<file path="config.mk">
export PLATFORM = sky130hd
export DESIGN_NAME = divisor_frecuencia_multi
export DESIGN_NICKNAME = d
export VERILOG_FILES = /design/src/rtl/divisor_pkg.sv /design/src/rtl/divisor_canal.sv /design/src/rtl/divisor_frecuencia_multi.sv
export SDC_FILE = /design/constraint.sdc
export NUM_CORES = 1
export LEC_CHECK = 0
export ABC_AREA = 0
export ABC_CLOCK_PERIOD_IN_PS = 1600
export BUFFER_PORTS_ARGS = -buffer_cell sky130_fd_sc_hd__buf_2
export CORE_MARGIN = 2
export CORE_UTILIZATION = 51
export DETAILED_ROUTE_END_ITERATION = 8
export HOLD_SLACK_MARGIN = 0.06
export PLACE_DENSITY = 0.78
export SKIP_CTS_REPAIR_TIMING = 1
export SYNTH_ARGS = -nofsm -noshare
export SYNTH_HDL_FRONTEND = slang
export SYNTH_HIERARCHICAL = 1
export SYNTH_SLANG_ARGS = --single-unit
export TNS_END_PERCENT = 30
</file>
<file path="constraint.sdc">
create_clock -name clk -period 1.6 [get_ports clk]
set_input_delay 0.08 -clock clk [delete_from_list [all_inputs] [get_ports clk]]
set_output_delay 0.08 -clock clk [all_outputs]
set_load 0.005 [all_outputs]
</file>
<file path="src/rtl/divisor_pkg.sv">
// Shared types, defaults and helpers for the multi-channel frequency divider.
package divisor_pkg;

  localparam int DEFAULT_WIDTH           = 17;
  localparam int DEFAULT_DIV_100MHZ_1KHZ = 49_999;

  typedef enum logic {
    CH_IDLE = 1'b0,
    CH_RUN  = 1'b1
  } ch_state_t;

  // Channel-select width; never zero, so a single-channel build still has a port.
  function automatic int ch_width(input int n);
    return (n <= 2) ? 1 : $clog2(n);
  endfunction

endpackage

</file>
<file path="src/rtl/divisor_canal.sv">
// One divider channel: counter, active/shadow divisor pair, registered clk_out/tick/pending.
// Optional phase-align input under DIVISOR_PHASE_SYNC_EN.
module divisor_canal
  import divisor_pkg::*;
#(
  parameter int WIDTH       = DEFAULT_WIDTH,
  parameter int DEFAULT_DIV = DEFAULT_DIV_100MHZ_1KHZ
) (
  input  logic             clk,
  input  logic             rst_n,
  input  logic             en,
  input  logic             wr,
  input  logic [WIDTH-1:0] wr_div,
`ifdef DIVISOR_PHASE_SYNC_EN
  input  logic             sync,
`endif
  output logic             clk_out,
  output logic             tick,
  output logic             pending
);

  localparam logic [WIDTH-1:0] DEFAULT_VAL = WIDTH'(DEFAULT_DIV);

  ch_state_t        state;
  logic [WIDTH-1:0] cnt_reg, cnt_next;
  logic [WIDTH-1:0] active_reg, active_next;
  logic [WIDTH-1:0] shadow_reg, shadow_next;
  logic             clk_reg, clk_next;
  logic             tick_reg, tick_next;
  logic             pending_reg, pending_next;
  logic             wrap;

  always_ff @(posedge clk) begin
    if (!rst_n) begin
      cnt_reg     <= '0;
      active_reg  <= DEFAULT_VAL;
      shadow_reg  <= DEFAULT_VAL;
      clk_reg     <= 1'b0;
      tick_reg    <= 1'b0;
      pending_reg <= 1'b0;
    end else begin
      cnt_reg     <= cnt_next;
      active_reg  <= active_next;
      shadow_reg  <= shadow_next;
      clk_reg     <= clk_next;
      tick_reg    <= tick_next;
      pending_reg <= pending_next;
    end
  end

  always_comb begin
    state        = en ? CH_RUN : CH_IDLE;
    wrap         = (cnt_reg == active_reg);
    cnt_next     = cnt_reg;
    active_next  = active_reg;
    shadow_next  = shadow_reg;
    clk_next     = clk_reg;
    tick_next    = tick_reg;
    pending_next = pending_reg;

    case (state)
      CH_IDLE: begin
        cnt_next  = '0;
        clk_next  = 1'b0;
        tick_next = 1'b0;
        // A stopped channel has no period to protect, so writes land immediately.
        if (wr) begin
          shadow_next  = wr_div;
          active_next  = wr_div;
          pending_next = 1'b0;
        end else if (pending_reg) begin
          active_next  = shadow_reg;
          pending_next = 1'b0;
        end
      end

      CH_RUN: begin
`ifdef DIVISOR_PHASE_SYNC_EN
        if (sync) begin
          cnt_next     = '0;
          clk_next     = 1'b0;
          tick_next    = 1'b0;
          active_next  = shadow_reg;
          pending_next = 1'b0;
        end else
`endif
        if (wrap) begin
          cnt_next     = '0;
          clk_next     = ~clk_reg;
          tick_next    = 1'b1;
          active_next  = shadow_reg;
          pending_next = 1'b0;
        end else begin
          cnt_next  = cnt_reg + WIDTH'(1);
          tick_next = 1'b0;
        end
        // A write coinciding with a wrap still waits for the following wrap.
        if (wr) begin
          shadow_next  = wr_div;
          pending_next = 1'b1;
        end
      end

      default: ;
    endcase
  end

  assign clk_out = clk_reg;
  assign tick    = tick_reg;
  assign pending = pending_reg;

endmodule

</file>
<file path="src/rtl/divisor_frecuencia_multi.sv">
// Multi-channel programmable frequency divider: write decode and channel array.
// Build with DIVISOR_PHASE_SYNC_EN to add the sync phase-align input.
module divisor_frecuencia_multi
  import divisor_pkg::*;
#(
  parameter int CHANNELS    = 4,
  parameter int WIDTH       = DEFAULT_WIDTH,
  parameter int DEFAULT_DIV = DEFAULT_DIV_100MHZ_1KHZ
) (
  input  logic                            clk,
  input  logic                            rst_n,
  input  logic [CHANNELS-1:0]             en,
  input  logic                            wr_en,
  input  logic [ch_width(CHANNELS)-1:0]   wr_ch,
  input  logic [WIDTH-1:0]                wr_div,
`ifdef DIVISOR_PHASE_SYNC_EN
  input  logic                            sync,
`endif
  output logic [CHANNELS-1:0]             clk_out,
  output logic [CHANNELS-1:0]             tick,
  output logic [CHANNELS-1:0]             pending
);

  localparam int CH_W = ch_width(CHANNELS);

  logic [CHANNELS-1:0] wr_sel;

  genvar gi;
  generate
    for (gi = 0; gi < CHANNELS; gi++) begin : g_ch
      // Channel numbers at or above CHANNELS match no slot, so such writes vanish.
      assign wr_sel[gi] = wr_en && (wr_ch == CH_W'(gi));

      divisor_canal #(
        .WIDTH       (WIDTH),
        .DEFAULT_DIV (DEFAULT_DIV)
      ) u_canal (
        .clk     (clk),
        .rst_n   (rst_n),
        .en      (en[gi]),
        .wr      (wr_sel[gi]),
        .wr_div  (wr_div),
`ifdef DIVISOR_PHASE_SYNC_EN
        .sync    (sync),
`endif
        .clk_out (clk_out[gi]),
        .tick    (tick[gi]),
        .pending (pending[gi])
      );
    end
  endgenerate

endmodule

</file>
==> results of run 1 <==
-- power by group --
part / total [mW] / leakage, nW / internal [mW] / switching (mW)
combinational: 0.862 / 3.03 / 0.367 / 0.495
clock: 5.93 / 0.429 / 3.66 / 2.28
sequential: 5.51 / 1.76 / 5.46 / 0.0567
total: 12.3 / 5.22 / 9.48 / 2.83
-- metrics by stage --
step	cell area (um2)	TNS [ps]	setup WS, ps
floorplan	11100	-1070	-69.5
detailed placement	12700	-15370	-250
finish	14100	-14690	-218
global placement	12700	-11330	-204
CTS	13600	-15300	-254
global route	14100	-26720	-289
-- layout make-up --
cell class | count | area share
clock buffer | 33 | 0.0514
clock inverter | 10 | 0.00984
inverter | 13 | 0.00346
multi-input combinational | 903 | 0.463
sequential | 216 | 0.308
tap | 275 | 0.0244
timing repair buffer | 243 | 0.140
-- path summary, 6_finish.rpt --
kind / start / to
worst min-delay path: rst_n / g_ch[0].u_canal/shadow_reg[4]
worst max-delay path: g_ch[0].u_canal/active_reg[6] / g_ch[0].u_canal/active_reg[3]
worst max register to register: g_ch[0].u_canal/active_reg[6] / g_ch[0].u_canal/active_reg[3]
worst min register to register: g_ch[3].u_canal/shadow_reg[0] / g_ch[3].u_canal/shadow_reg[0]
-- cells by family after synthesis --
group           Yosys count
simple gates            430
flops                   216
compound gates          204
mux                     136
xor+xnor                128
buf+inv                  91
fa+ha+maj                 4
-- placed cells by master, fill, tap and decap left out, types with 5 or more instances in the layout --
cell type and n:
a211oi_2 9, a22o_1 9, a22oi_1 8, a31oi_1 27, and2_1 6, and3_1 12
and4_1 12, buf_12 9, buf_2 37, buf_4 162, buf_6 13, clkbuf_16 27
clkbuf_8 7, clkinv_2 5, dfxtp_1 201, dfxtp_2 11, dlygate4sd3_1 19, inv_1 13
mux2_2 35, mux2i_1 101, nand2_1 131, nand3_1 24, nand4_1 27, nor2_1 80
nor2b_1 38, nor3_1 58, o211ai_1 8, o21ai_0 37, o21ai_1 15, o21ai_2 6
o22a_1 24, o31a_1 27, o41a_1 21, xnor2_1 26, xor2_1 99
-- critical path, delay by kind of cell, from the launching register on --
kind / cells / cell delay, ps
buf+inv: 1 / 190
simple gates: 2 / 550
xor+xnor: 1 / 170
compound gates: 2 / 460
flops: 1 / 330
-- routing by layer --
metal,vias to the layer above,GRT usage
met5,-,0
met4,0,0.0869
li1,4705,-
met2,285,0.415
met3,92,0.0280
met1,4596,0.304
==> out/summary.txt, run 1 <==
Status -> complete, but fails checks
Failing checks -> negative setup slack
Fin nets -> 1,431
First-pass GRT wire length -> 44,700 um
Worst EP required -> 2010 ps
DR vias -> 9,678
Die ar. -> 22,900 um2
Ports -> 38
R2R depth -> 6
Vias per std cell -> 5.72
Detail Route met3 WL -> 1080 um
Detailed Route Iter0 Violations -> 869
Initial antenna violation count -> 0
Cell at the slowest stage of the critical path -> dfxtp_1
Ranking of synthesized cells by area -> dfxtp_1, mux2i_1, xor2_1
Critical Path Source Type -> flip-flop
WL per Instance -> 17.1 um
Commonest cells in the netlist -> dfxtp_1, nand2_1, xor2_1
Clock Latency Late Sink -> 520 ps
Synth Area in Adders -> 0.00451
Die Ht -> 151 um
Final ANT Viol Nets -> 0
Number of port buffers -> 37
Arr. time, crit path -> 2220 ps
Final RePlAce weighted congestion -> 0.811
Initial core utilization -> 0.524
Yosys top cell by area -> dfxtp_1
P_leak -> 5.22 nW
# rows -> 53
Slew Viols, Final -> 0
Mapped Cells -> 1,209
Detailed Place HPWL -> 18,900 um
Synth top area share -> 0.390
Most common cell in the netlist -> dfxtp_1
Xor/xnor share of the synthesized area -> 0.101
Critical Path Fanout Max -> 7
Max-cap violations -> 0
Filler cell count -> 1,537
Clk buf depth -> 3
Max Used Layer -> met4
Tot Pwr -> 12.3 mW
Syn_area_per_cell -> 9.17 um2
Drt total wl -> 29,000 um
Inserted Clock Buffers -> 24
Yosys cell types -> 50
Setup WS post-layout -> -218 ps
PD cells -> 872 nW/um2
Core Util, Final -> 0.668
Multi-input gate area -> 6540 um2
Ys Warns -> 6
Worst VDD drop -> 0.556 mV
Syn nets -> 1,239
Core outline area -> 21,200 um2
FF+latch area -> 4350 um2
Largest family of logic cells by synthesized area -> simple AND/OR/NAND/NOR gates
Cell Chain, Critical Path -> xor2_1, nor4_2, nand3_2, buf_6, o41a_1, o31a_1
CTS tree -> yes
Largest net degree at the start of global routing -> 29
Congestion Overflow GR -> 0
Compound-Gate Fraction of Synth Area -> 0.140
CP peak stage delay -> 330 ps
DIE WIDTH -> 151 um
Post-Syn Area -> 11,100 um2
First-pass iteration count of the detailed router -> 5
Hold slack -> 90.8 ps
Hold Path Depth -> 3
Clock sink total -> 216
Fmax -> 550 MHz
Final setup violation count -> 120
HP Class -> input pin to flip-flop
Asr flop ratio synth -> 0
Residual DRC count -> 0
Vias in the first global route -> 9,101
Reg clk slew, reported paths -> 60 ps
N_diodes -> 0
Post-route clock period utilization -> 1.14
CP endpoint kind -> flip-flop
Worst R2R Setup Slack -> -220 ps
Crit path kind -> flip-flop to flip-flop
Min cycle time layout -> 1820 ps
RSZ-0062 raised after global routing -> yes
Overall Global Routing Usage -> 0.239
Post-Synth Simple-Gate Area -> 0.199
H-Tree Depth -> 1
Synth Flop Type -> dfxtp_1
Final std cells w/o fill -> 1,693
Metal1 wirelength -> 12,500 um
Area growth from synthesis to layout -> 27.4%
Synth Register Bits -> 216
WL met2 -> 14,200 um
Relative slew margins -> 0.416
Sequential fraction of the synthesis area -> 0.390
EDFF count, synth -> 0
Worst slew pin tran -> 876 ps
CTS root buf -> clkbuf_16
Mux cell area share after synthesis -> 0.127
Layout cells sized above 1 -> 0.265
DP Cell Count -> 1,626
Final hold viol count -> 0
Post-route clock skew -> 17.6 ps
No activity file was read; power rests on OpenSTA's default activity.
==> run 2, diff against run 1 <==
Settings changed: ABC_CLOCK_PERIOD_IN_PS 1600 to 1700, PLACE_DENSITY 0.78 to 0.76, REMOVE_ABC_BUFFERS set to 1, SLEW_MARGIN set to 20.
Clock period 1.6 ns to 1.7 ns, I/O delays scaled along.
==> run 2 against run 1 <==
  * The run still ends with negative setup slack left
  * Critical path depth is the same
  * Flip-flop and latch count is the same
  * Register-to-register slack gained 110 ps
  * Clock-buffer cell count shrank 4
  * Clock skew shrank 8.6 ps
  * Via count shrank 1.6%
  * Clock power shrank 6.7%
  * Worst setup slack gained 110 ps
  * Non-clock buffer count shrank 21
  * Sequential share of layout area grew 0.51 points
  * Die area is the same
  * Critical path type unchanged
  * Largest cell class unchanged
  * Highest routed layer unchanged
==> out/summary.txt, run 2 (synthesis results as in run 1) <==
R2R depth -> 6 (unchanged)
Final ANT Viol Nets -> 0 (unchanged)
CTS tree -> yes (unchanged)
Post-route clock period utilization -> 1.06 (was 1.14)
Hold_sp -> rst_n (unchanged)
Slew Viols, Final -> 0 (unchanged)
Reg2reg end -> g_ch[0].u_canal/active_reg[14] (was g_ch[0].u_canal/active_reg[3])
Detailed Route Iter0 Violations -> 686 (was 869)
Max-cap violations -> 0 (unchanged)
Initial antenna violation count -> 0 (unchanged)
RSZ-0062 raised after global routing -> yes (unchanged)
Fin nets -> 1,408 (was 1,431)
Hold Path Depth -> 3 (unchanged)
PD cells -> 830 nW/um2 (was 872 nW/um2)
Final hold viol count -> 0 (unchanged)
WL per Instance -> 17.0 um (was 17.1 um)
Ports -> 38 (unchanged)
Final RePlAce weighted congestion -> 0.813 (was 0.811)
CP endpoint kind -> flip-flop (unchanged)
Clk buf depth -> 3 (unchanged)
Critical Path Source Type -> flip-flop (unchanged)
Status -> complete, but fails checks (unchanged)
GR met2 Demand/Resource -> 0.392 (was 0.415)
Hold slack -> 71.7 ps (was 90.8 ps)
Core outline area -> 21,200 um2 (unchanged)
Drt total wl -> 28,400 um (was 29,000 um)
Fmax -> 552 MHz (was 550 MHz)
Pint -> 8.93 mW (was 9.48 mW)
Met3 usage -> 0.0298 (was 0.0280)
Failing checks -> negative setup slack (unchanged)
Clock sink total -> 216 (unchanged)
Arr. time, crit path -> 2220 ps (about the same)
Die ar. -> 22,900 um2 (unchanged)
N_diodes -> 0 (unchanged)
Clock power frac -> 0.480 (was 0.482)
H-Tree Depth -> 1 (unchanged)
Switching fraction of total power -> 0.225 (was 0.230)
Reg clk slew, reported paths -> 60 ps (about the same)
Worst slew pin tran -> 724 ps (was 876 ps)
Critical Path Fanout Max -> 5 (was 7)
Relative slew margins -> 0.516 (was 0.416)
# rows -> 53 (unchanged)
Post-route clock skew -> 9.06 ps (was 17.6 ps)
Congestion Overflow GR -> 0 (unchanged)
Residual DRC count -> 0 (unchanged)
GR met1 Demand/Resource -> 0.308 (was 0.304)
FF+latch area -> 4350 um2 (about the same)
Number of port buffers -> 37 (unchanged)
First-pass iteration count of the detailed router -> 5 (unchanged)
P_leak -> 5.07 nW (was 5.22 nW)
Sequential fraction of design power -> 0.451 (was 0.448)
Overall Global Routing Usage -> 0.232 (was 0.239)
Vias per std cell -> 5.71 (was 5.72)
Layout cells sized above 1 -> 0.244 (was 0.265)
Largest net degree at the start of global routing -> 45 (was 29)
Filler cell count -> 1,626 (was 1,537)
Psw -> 2.59 mW (was 2.83 mW)
Crit path kind -> flip-flop to flip-flop (unchanged)
Worst VDD drop -> 0.608 mV (was 0.556 mV)
Initial core utilization -> 0.524 (unchanged)
Worst R2R Setup Slack -> -110 ps (was -220 ps)
DIE WIDTH -> 151 um (unchanged)
Die Ht -> 151 um (unchanged)
Min-Delay Endpoint -> g_ch[3].u_canal/shadow_reg[0] (was g_ch[0].u_canal/shadow_reg[4])
Final setup violation count -> 30 (was 120)
First-pass GRT wire length -> 43,600 um (was 44,700 um)
Most frequent cells in the layout -> dfxtp_1, buf_4, nand2_1 (unchanged)
Detailed Place HPWL -> 18,400 um (was 18,900 um)
Core Util, Final -> 0.656 (was 0.668)
Multi-input gate area -> 6450 um2 (was 6540 um2)
Area growth from synthesis to layout -> 25.2% (was 27.4%)
CTS root buf -> clkbuf_16 (unchanged)
Min cycle time layout -> 1810 ps (was 1820 ps)
Vias in the first global route -> 8,742 (was 9,101)
Commonest non-fill, non-tap cell in the layout -> dfxtp_1 (unchanged)
Inserted Clock Buffers -> 23 (was 24)
Worst EP required -> 2110 ps (was 2010 ps)
GRT busiest layer -> met2 (unchanged)
HP Class -> input pin to flip-flop (unchanged)
Final TNS setup -> -1360 ps (was -14,690 ps)
Clock Latency Late Sink -> 510 ps (was 520 ps)
Setup WS post-layout -> -110 ps (was -218 ps)
DR vias -> 9,526 (was 9,678)
Combinational Power Share -> 0.069 (was 0.070)
R2r startpoint -> g_ch[0].u_canal/active_reg[0] (was g_ch[0].u_canal/active_reg[6])
## run 2: cell types whose count changed in the layout (fill, tap and decap cells not counted), moves of 3 or more
cell and delta:
o21ai_1 -5, xor2_2 +3, dlygate4sd3_1 +8, buf_4 -28, o21ai_2 -5, o21ai_0 +12
dfxtp_2 +4
## run 2: power by group through the flow
stage          combinational (mW)  sequential [mW]  clock, mW
2_1_floorplan               0.389             5.30          0
3_3_place_gp                0.710             5.30          0
3_5_place_dp                0.725             5.31          0
4_1_cts                     0.731             5.19       5.62
5_1_grt                     0.856             5.20       5.84
6_report                    0.800             5.20       5.53
## run 2: final cells by class
type	instances	area share
clock buffers	29	0.0467
clock inverters	12	0.0135
inverters	13	0.00352
multi-input cells	902	0.464
flip-flops and latches	216	0.313
well taps	275	0.0248
repair buffers	222	0.134
## run 2: layer usage
layer,wire [um],part of all wire,vias to the layer above
li1,-,-,4662
met4,726,0.026,0
met5,0,0,-
met1,12600,0.44,4576
met2,13900,0.49,240
met3,1100,0.039,48
## run 2: how the worst max path moves through the flow
stage	from	to	slack [ps]	depth (start not counted)
3_5_place_dp	wr_ch[1]	g_ch[3].u_canal/active_reg[14]	-120	5
6_report	g_ch[0].u_canal/active_reg[0]	g_ch[0].u_canal/active_reg[14]	-110	6
2_1_floorplan	wr_ch[0]	g_ch[0].u_canal/active_reg[9]	-1690	5
4_1_cts	g_ch[0].u_canal/active_reg[0]	g_ch[0].u_canal/active_reg[14]	-90	6
3_3_place_gp	wr_ch[0]	g_ch[0].u_canal/active_reg[0]	-110	9
5_1_grt	g_ch[2].u_canal/active_reg[5]	g_ch[2].u_canal/clk_out	-180	7
## run 2: worst max-delay path, cell delays in order (launching register included)
cell     delay (ps)
dfxtp_1         350
xor2_1          190
nor4_2          320
nand3_2         140
buf_6           160
o41a_2          450
o31a_1          100
## run 2: metrics by stage
| stage | total power, mW | area [um2] | std cells | setup WS [ps] |
|---|---|---|---|---|
| floorplan | 5.69 | 10700 | 1131 | -1690 |
| global placement | 6.01 | 12500 | 1590 | -111 |
| detailed placement | 6.03 | 12500 | 1590 | -124 |
| CTS | 11.5 | 13300 | 1631 | -87.2 |
| global route | 11.9 | 13900 | 1669 | -176 |
| finish | 11.5 | 13900 | 1669 | -110 |
==> run 3, diff against run 2 <==
Settings changed: ABC_CLOCK_PERIOD_IN_PS 1700 to 1860.
Clock period 1.7 ns to 1.86 ns, I/O delays scaled along.
==> run 3 against run 2 <==
  * The flow now finishes without violations
  * Clock skew is 0.93 ps higher
  * Die area unchanged
  * Worst setup slack improved by 160 ps
  * Power shrank 9.0%
  * Combinational power decreased by 15%
==> out/summary.txt, run 3 (synthesis results as in run 1) <==
Clock power frac -> 0.482 (was 0.480)
Area growth from synthesis to layout -> 19.0% (was 25.2%)
Pint -> 8.11 mW (was 8.93 mW)
Switching fraction of total power -> 0.227 (was 0.225)
Vias per std cell -> 5.72 (was 5.71)
Drt total wl -> 26,700 um (was 28,400 um)
Detailed Place HPWL -> 17,700 um (was 18,400 um)
RSZ-0062 raised after global routing -> yes (unchanged)
# rows -> 53 (unchanged)
Setup WS post-layout -> 47.5 ps (was -110 ps)
Number of port buffers -> 37 (unchanged)
Relative slew margins -> 0.268 (was 0.516)
CP endpoint kind -> flip-flop (unchanged)
Critical Path Source Type -> flip-flop (unchanged)
Final ANT Viol Nets -> 0 (unchanged)
Final hold viol count -> 0 (unchanged)
Inserted Clock Buffers -> 24 (was 23)
Final Cell Area -> 13,200 um2 (was 13,900 um2)
Die ar. -> 22,900 um2 (unchanged)
DIE WIDTH -> 151 um (unchanged)
DR vias -> 9,169 (was 9,526)
N_diodes -> 0 (unchanged)
P_leak -> 4.70 nW (was 5.07 nW)
Fin nets -> 1,341 (was 1,408)
WL per Instance -> 16.7 um (was 17.0 um)
Largest net degree at the start of global routing -> 36 (was 45)
Final std cells w/o fill -> 1,602 (was 1,669)
Post-Place Cell Area -> 12,000 um2 (was 12,500 um2)
Overall Global Routing Usage -> 0.231 (was 0.232)
First-pass iteration count of the detailed router -> 5 (unchanged)
Clock sink total -> 216 (unchanged)
Reg clk slew, reported paths -> 60 ps (about the same)
CTS tree -> yes (unchanged)
Sequential fraction of design power -> 0.453 (was 0.451)
Ports -> 38 (unchanged)
DP Cell Count -> 1,534 (was 1,590)
Psw -> 2.38 mW (was 2.59 mW)
Met3 usage -> 0.0250 (was 0.0298)
CTS root buf -> clkbuf_16 (unchanged)
Status -> finished, final reports clean (was complete, but fails checks)
Detailed Route Iter0 Violations -> 677 (was 686)
Residual DRC count -> 0 (unchanged)
Post-route clock period utilization -> 0.974 (was 1.06)
Crit path kind -> flip-flop to flip-flop (unchanged)
Congestion Overflow GR -> 0 (unchanged)
Min cycle time layout -> 1810 ps (about the same)
Commonest non-fill, non-tap cell in the layout -> dfxtp_1 (unchanged)
Final RePlAce weighted congestion -> 0.819 (was 0.813)
Post-route clock skew -> 9.98 ps (was 9.06 ps)
GRT busiest layer -> met2 (unchanged)
Final setup violation count -> 0 (was 30)
Clock Latency Late Sink -> 520 ps (was 510 ps)
Most frequent cells in the layout -> dfxtp_1, nand2_1, mux2i_1, xor2_1 (was dfxtp_1, buf_4, nand2_1)
Die Ht -> 151 um (unchanged)
PD cells -> 795 nW/um2 (was 830 nW/um2)
Arr. time, crit path -> 2220 ps (about the same)
Worst slew pin tran -> 1090 ps (was 724 ps)
Hold slack -> 64.3 ps (was 71.7 ps)
Worst VDD drop -> 0.617 mV (was 0.608 mV)
Initial antenna violation count -> 0 (unchanged)
Layout cells sized above 1 -> 0.194 (was 0.244)
First-pass GRT wire length -> 43,500 um (was 43,600 um)
GR met2 Demand/Resource -> 0.389 (was 0.392)
Combinational Power Share -> 0.065 (was 0.069)
H-Tree Depth -> 1 (unchanged)
Worst EP required -> 2270 ps (was 2110 ps)
HP Class -> input pin to flip-flop (unchanged)
Max-cap violations -> 0 (unchanged)
GR met1 Demand/Resource -> 0.313 (was 0.308)
Vias in the first global route -> 8,648 (was 8,742)
Fmax -> 552 MHz (about the same)
Initial core utilization -> 0.524 (unchanged)
Core outline area -> 21,200 um2 (unchanged)
Clk buf depth -> 3 (unchanged)
Core Util, Final -> 0.624 (was 0.656)
Pre-CTS setup slack -> 10.7 ps (was -124 ps)
Slew Viols, Final -> 0 (unchanged)
Critical Path Fanout Max -> 7 (was 5)
==> run 3: cell types whose count changed in the layout (fill, tap and decap cells not counted), sizes merged <==
cell,previous run,this run
buf,193,131
dlygate4sd3,27,22
clkbuf,31,34
bufinv,5,3
clkinv,6,5
==> run 3: power groups by stage <==
stage / Clock (mW) / Combinational [mW] / Sequential [mW]
finish: 5.06 / 0.679 / 4.75
global route: 5.31 / 0.731 / 4.76
CTS: 5.13 / 0.636 / 4.75
detailed placement: 0 / 0.631 / 4.85
global placement: 0 / 0.617 / 4.85
floorplan: 0 / 0.356 / 4.84
==> run 3: path summary, 6_finish.rpt <==
| path | from | end | slack, ps | cells past startpoint |
|---|---|---|---|---|
| max reg2reg | g_ch[2].u_canal/active_reg[5] | g_ch[2].u_canal/active_reg[3] | 50 | 6 |
| min | rst_n | g_ch[2].u_canal/shadow_reg[10] | 60 | 3 |
| min reg2reg | g_ch[2].u_canal/shadow_reg[14] | g_ch[2].u_canal/shadow_reg[14] | 470 | 2 |
| max | g_ch[2].u_canal/active_reg[5] | g_ch[2].u_canal/active_reg[3] | 50 | 6 |
==> run 3: cell type report <==
| cell class | instances | area (um2) |
|---|---|---|
| Clock inverter | 9 | 123 |
| Sequential cell | 216 | 4340 |
| Tap cell | 275 | 344 |
| Timing Repair Buffer | 154 | 1250 |
| Multi-Input combinational cell | 902 | 6360 |
| Inverter | 13 | 48.8 |
| Clock buffer | 33 | 726 |
| Fill cell | 1734 | 7960 |
==> run 3: through the flow <==
step	TNS [ps]	power [mW]
6_report	0	10.5
5_1_grt	-1000	10.8
3_5_place_dp	0	5.48
4_1_cts	0	10.5
2_1_floorplan	-63230	5.20
3_3_place_gp	0	5.47
==> run 3: worst max-delay path, stage by stage (launching register included) <==
cell and delay [ps]:
dfxtp_2 330, xor2_1 170, nor4_2 340, nand3_2 180, buf_6 170, o41a_1 400
o31a_1 110
==> run 3: metal layers <==
| layer | part of all wire | up-vias | wire, um |
|---|---|---|---|
| met2 | 0.48 | 214 | 12700 |
| li1 | - | 4535 | - |
| met3 | 0.036 | 48 | 949 |
| met5 | 0 | - | 0 |
| met4 | 0.028 | 0 | 736 |
| met1 | 0.46 | 4372 | 12300 |
